--- src/rtl/scnn_output_cordn_pipe.sv ---
// scnn_output_cordn_pipe: rebuilds dense weight/input positions from zero-run indices and emits
// the masked F*I output-coordinate product over a two-stage valid/ready pipeline.
module scnn_output_cordn_pipe #(
  parameter int F = 4,
  parameter int I = 4,
  parameter int KW = 3,
  parameter int IMG_W = 8,
  parameter int IMG_H = 8,
  parameter int WT_IW = 4,
  parameter int IP_IW = 8
) (
  input  logic                       clk,
  input  logic                       rst,
  input  logic                       in_vld,
  output logic                       in_rdy,
  input  logic [F*WT_IW-1:0]         in_wt_comp,
  input  logic [I*IP_IW-1:0]         in_ip_comp,
  input  logic [$clog2(F+1)-1:0]     in_wt_cnt,
  input  logic [$clog2(I+1)-1:0]     in_ip_cnt,
  input  logic                       in_wt_first,
  input  logic                       in_ip_first,
  output logic                       out_vld,
  input  logic                       out_rdy,
  output logic [F*I*IP_IW-1:0]       out_cords,
  output logic [F*I-1:0]             out_mask,
  output logic [WT_IW-1:0]           out_last_wt,
  output logic [IP_IW-1:0]           out_last_ip,
  output logic                       err_idx
);
  localparam int WCW = $clog2(F+1);
  localparam int ICW = $clog2(I+1);
  localparam int WPW = WT_IW + 1;
  localparam int IPW = IP_IW + 1;
  localparam int OW = IP_IW + 2;
  localparam int H = KW / 2;
  logic s1_vld, s2_adv, acc, bad;
  logic wv, iv, wok, iok, rok, cok;
  logic [WCW-1:0] wcnt, s1_wcnt;
  logic [ICW-1:0] icnt, s1_icnt;
  logic [WPW-1:0] wt_off, wrun, wlast, s1_wlast;
  logic [IPW-1:0] ip_off, irun, ilast, s1_ilast;
  logic [WPW-1:0] wpos [F];
  logic [WPW-1:0] s1_wpos [F];
  logic [IPW-1:0] ipos [I];
  logic [IPW-1:0] s1_ipos [I];
  logic [OW-1:0] orow, ocol;
  logic [F*I*IP_IW-1:0] cords;
  logic [F*I-1:0] mask;
  assign s2_adv = s1_vld & (!out_vld | out_rdy);
  assign in_rdy = !s1_vld | s2_adv;
  assign acc = in_vld & in_rdy;
  // Stage 1: dense positions from running offsets; a zero count still means lane 0 is valid
  always_comb begin
    wcnt = (in_wt_cnt == '0) ? WCW'(1) : (in_wt_cnt > WCW'(F)) ? WCW'(F) : in_wt_cnt;
    icnt = (in_ip_cnt == '0) ? ICW'(1) : (in_ip_cnt > ICW'(I)) ? ICW'(I) : in_ip_cnt;
    wrun = in_wt_first ? '0 : wt_off;
    irun = in_ip_first ? '0 : ip_off;
    for (int k = 0; k < F; k++) begin
      wpos[k] = wrun + WPW'(in_wt_comp[k*WT_IW +: WT_IW]);
      wrun = wpos[k] + WPW'(1);
    end
    for (int k = 0; k < I; k++) begin
      ipos[k] = irun + IPW'(in_ip_comp[k*IP_IW +: IP_IW]);
      irun = ipos[k] + IPW'(1);
    end
    wlast = wpos[0];
    ilast = ipos[0];
    for (int k = 0; k < F; k++) wlast = (WCW'(k) == wcnt - WCW'(1)) ? wpos[k] : wlast;
    for (int k = 0; k < I; k++) ilast = (ICW'(k) == icnt - ICW'(1)) ? ipos[k] : ilast;
  end
  // Stage 2: shift each input position by the kernel tap offset; anything off-plane is forced to 0
  always_comb begin
    cords = '0;
    mask = '0;
    bad = 1'b0;
    wv = 1'b0;
    iv = 1'b0;
    wok = 1'b0;
    iok = 1'b0;
    rok = 1'b0;
    cok = 1'b0;
    orow = '0;
    ocol = '0;
    for (int f = 0; f < F; f++) begin
      for (int i = 0; i < I; i++) begin
        wv = f < int'(s1_wcnt);
        iv = i < int'(s1_icnt);
        wok = s1_wpos[f] < WPW'(KW*KW);
        iok = s1_ipos[i] < IPW'(IMG_W*IMG_H);
        orow = OW'(s1_ipos[i] / IPW'(IMG_W)) + OW'(H) - OW'(s1_wpos[f] / WPW'(KW));
        ocol = OW'(s1_ipos[i] % IPW'(IMG_W)) + OW'(H) - OW'(s1_wpos[f] % WPW'(KW));
        rok = !orow[OW-1] && orow < OW'(IMG_H);
        cok = !ocol[OW-1] && ocol < OW'(IMG_W);
        mask[f*I+i] = wv & iv & wok & iok & rok & cok;
        cords[(f*I+i)*IP_IW +: IP_IW] = mask[f*I+i] ? IP_IW'(orow * OW'(IMG_W) + ocol) : '0;
        bad = bad | (wv & !wok) | (iv & !iok);
      end
    end
  end
  always_ff @(posedge clk) begin
    if (rst) begin
      s1_vld <= 1'b0;
      wt_off <= '0;
      ip_off <= '0;
      out_vld <= 1'b0;
      out_cords <= '0;
      out_mask <= '0;
      out_last_wt <= '0;
      out_last_ip <= '0;
      err_idx <= 1'b0;
    end else begin
      if (in_rdy) s1_vld <= in_vld;
      if (acc) begin
        s1_wpos <= wpos;
        s1_ipos <= ipos;
        s1_wcnt <= wcnt;
        s1_icnt <= icnt;
        s1_wlast <= wlast;
        s1_ilast <= ilast;
        wt_off <= wlast + WPW'(1);
        ip_off <= ilast + IPW'(1);
      end
      if (!out_vld | out_rdy) out_vld <= s1_vld;
      if (s2_adv) begin
        out_cords <= cords;
        out_mask <= mask;
        out_last_wt <= s1_wlast[WT_IW-1:0];
        out_last_ip <= s1_ilast[IP_IW-1:0];
        err_idx <= err_idx | bad;
      end
    end
  end
endmodule

--- config.mk ---
export PLATFORM = sky130hd
export DESIGN_NAME = scnn_output_cordn_pipe
export DESIGN_NICKNAME = d
export VERILOG_FILES = /design/src/rtl/scnn_output_cordn_pipe.sv
export SDC_FILE = /design/constraint.sdc
export NUM_CORES = 1
export LEC_CHECK = 0
export ABC_AREA = 1
export ABC_CLOCK_PERIOD_IN_PS = 6300
export BUFFER_PORTS_ARGS = -buffer_cell sky130_fd_sc_hd__buf_2
export CORE_MARGIN = 2
export CORE_UTILIZATION = 45
export CTS_CLUSTER_SIZE = 16
export DETAILED_ROUTE_END_ITERATION = 7
export HOLD_SLACK_MARGIN = 0.1
export PLACE_DENSITY_LB_ADDON = 0.3
export SLEW_MARGIN = 30
export SYNTH_ARGS = -nofsm -noshare
export SYNTH_HDL_FRONTEND = slang
export SYNTH_SLANG_ARGS = --single-unit
--- constraint.sdc ---
create_clock -name clk -period 6.3 [get_ports clk]
set_input_delay 0.63 -clock clk [delete_from_list [all_inputs] [get_ports clk]]
set_output_delay 0.63 -clock clk [all_outputs]
set_load 0.02 [all_outputs]
==> metrics.md <==
| Metric | Value |
|---|---|
| Number of global-route vias before repair | `approximately 19000` |
| DRT Pass-1 Iters | `6` |
| Final #Nets | `3581` |
| Post-layout util | `0.513` |
| CTS max path bufs | `3` |
| Fin area | `24500 µm²` |
| Most used DFF post-synth | `dfxtp_1` |
| Post-Synthesis Cells | `3018` |
| Cell Area, Synth | `21700 µm²` |
| Placed Cells | `3807` |
| Hold_buf cts | `0` |
| Largest net degree at the start of global routing | `83` |
| Iteration-0 DRC Markers | `1544` |
| Slew of the pin with the lowest slew margin | `1000 ps` |
| GRT overflow | `0` |
| Syn. warnings | `0` |
| Hpwl dp | `50900 µm` |
| Slowest cell on crit path | `edfxtp_1` |
| Wire per inst | `~17 µm` |
| CP max FO | `13` |
| FF/Latch Area | `5690 µm²` |
| Most frequent cells in the layout | `nand2_1 (655), inv_1 (510), a21oi_1 (305), ha_1 (249), nand3_1 (232)` |
| Final WL | `roughly 65000 µm` |
| First-pass GRT wire length | `101000 µm` |
| Post-layout minimum cycle time | `5730 ps` |
| Yosys cell types | `60` |
| Worst setup path class | `flop to flop` |
| Chip width | `224 µm` |
| Share of cells above drive strength 1 | `0.117` |
| Critical Path RT | `6800 ps` |
| Type of the most critical hold path | `input pin to flop` |
| Status | `finished, final reports clean` |
| Drt drc | `0` |
| CTS tree | `built` |
| Pre-CTS setup slack | `401 ps` |
| Max-Cap Viols | `0` |
| Non-filler cells, final | `a little under 4000` |
| Die height | `approximately 220 µm` |
| Pins Over Slew Limit | `0` |
| Row cnt | `80` |
| Setup crit end kind | `flop` |
| Flops & latches, synth | `247` |
| Commonest non-fill, non-tap cell in the layout | `nand2_1` |
| Vias/cell | `approximately 5.2` |
| Met2 Use GR | `0.405` |
| Seq/Total Area, Yosys | `0.261` |
| Top Ports | `around 220` |
| Core area | `47700 µm²` |
| Clock Sinks | `247` |
| Worst skew pair latency | `580 ps` |
| CTS root buf | `clkbuf_16` |
| Total die area | `about 50000 µm²` |
| Most Crowded Layer GR | `met2` |
| Fillers | `4730` |
| Skew final | `16.0 ps` |
| Inserted Clock Buffers | `27` |
| Clock transition at path regs | `60 ps` |
| M3 GR Usage | `0.0425` |
| Initial Util | `0.455` |
| Antenna-violating nets left | `0` |
| Worst setup SP type | `flop` |
| Final worst-path cycle share | `0.909` |
| Ys async rst share | `0` |
| EDFF count, synth | `74` |
| Max-slew headroom | `0.330` |
| Initial antenna violation count | `2` |
| Delay of the slowest critical-path stage | `520 ps` |
| Fmax | `0.175 GHz` |
| Final setup vio count | `0` |
| Via count | `20200` |
| Crit path DAT | `6230 ps` |
| Syn_area_per_cell | `~7.2 µm²` |
| Final Hold Fails | `0` |
| Placed Area | `23500 µm²` |
| Area Overhead vs Synth | `12.5%` |
| Met1 Use GR | `0.350` |
| # port buffers | `between 200 and 250` |
| Net Count, Synth | `3374` |
| Most used cell along the critical path | `nand2_1` |
| Final worst setup slack | `571 ps` |
| Area of the multi-input gates | `13900 µm²` |
| GRT Total Usage | `0.255` |
| GPL Wtd Cong | `0.960` |
| H-Tree Depth | `1` |
final timing paths:
kind | cells past startpoint | endpoint | slack (ps) | from
min | 4 | s1_vld$_SDFFE_PP0N_ | 390 | out_rdy
max reg2reg | 34 | out_cords[23]$_SDFFE_PP0P_ | 570 | s1_wpos[18]$_DFFE_PP_
max | 34 | out_cords[23]$_SDFFE_PP0P_ | 570 | s1_wpos[18]$_DFFE_PP_
min reg2reg | 2 | out_cords[77]$_SDFFE_PP0P_ | 460 | out_cords[77]$_SDFFE_PP0P_
final cells by class:
| class | instances | area share |
|---|---|---|
| Multi-Input combinational cell | 2188 | 0.568 |
| Sequential cell | 247 | 0.232 |
| Inverter | 525 | 0.0814 |
| Timing Repair Buffer | 236 | 0.0504 |
| Tap cell | 615 | 0.0314 |
| Clock buffer | 33 | 0.0285 |
| Clock inverter | 16 | 0.00782 |
| Antenna cell | 3 | 0.000307 |
state kept, by name, summed over array words and instances (netlist names), 5 cells and up:
register,flops
ip_off,9
out_last_ip,8
out_cords,128
out_mask,16
s1_ilast,8
s1_ipos,36
s1_wpos,20
wt_off,5
cell usage after synthesis, types with 5 or more instances:
master	n	area, µm²
clkbuf_1	47	176
ha_1	249	3120
xnor2_1	53	464
nand2_2	19	119
inv_1	512	1920
inv_2	10	37.5
nand3_2	10	100
edfxtp_1	74	2220
xor2_1	140	1230
nand3_1	232	1160
nor4_1	7	43.8
nand2_1	658	2470
nor2_4	13	146
nor2_1	168	631
nand3b_1	10	75.1
o211ai_1	6	45.0
or2_2	5	31.3
nor2_2	9	56.3
dfxtp_1	173	3460
a21o_1	9	67.6
nand4_1	49	307
a21oi_1	305	1530
fa_1	47	941
nor3_1	18	90.1
o21ai_0	107	536
o21bai_1	10	75.1
o21ai_1	5	25.0
and2_1	14	87.6
nand4_2	5	62.6
cell families after synthesis:
| family | synth area share |
|---|---|
| adder cells (fa/ha/maj) | 0.187 |
| AO/OA/AOI/OAI | 0.115 |
| buffers and inverters | 0.103 |
| XOR/XNOR | 0.0818 |
| AND/OR/NAND/NOR | 0.252 |
| flip-flops | 0.261 |
timing repair:
item / 4_1_cts / 5_1_grt
setup buffers: 0 / 4
gates resized for setup: 0 / 12
endpoints found under the setup margin: 0 / 12
worst max-delay path, delay by kind of cell (launching register included):
family | cells | cell delay, ps
flops | 1 | 520
xor+xnor | 1 | 160
compound gates | 3 | 440
simple gates | 19 | 2490
fa+ha+maj | 4 | 1180
buf+inv | 7 | 820
metrics by stage:
| step | setup TNS [ps] | hold slack (ps) |
|---|---|---|
| after global placement | 0 | 448 |
| after global routing | -13.3 | 410 |
| after floorplan | 0 | 430 |
| after CTS | 0 | 362 |
| final | 0 | 389 |
| after detailed placement | 0 | 452 |
layer usage:
layer | vias to the layer above | wire length, µm
met3 | 106 | 5560
met2 | 687 | 28100
met1 | 9130 | 28600
met5 | - | 0
met4 | 0 | 2350
li1 | 10200 | -
Power is left out: the tool's default activity adds up to more than one toggle a clock period on the data nets, which glitch-free logic cannot reach.
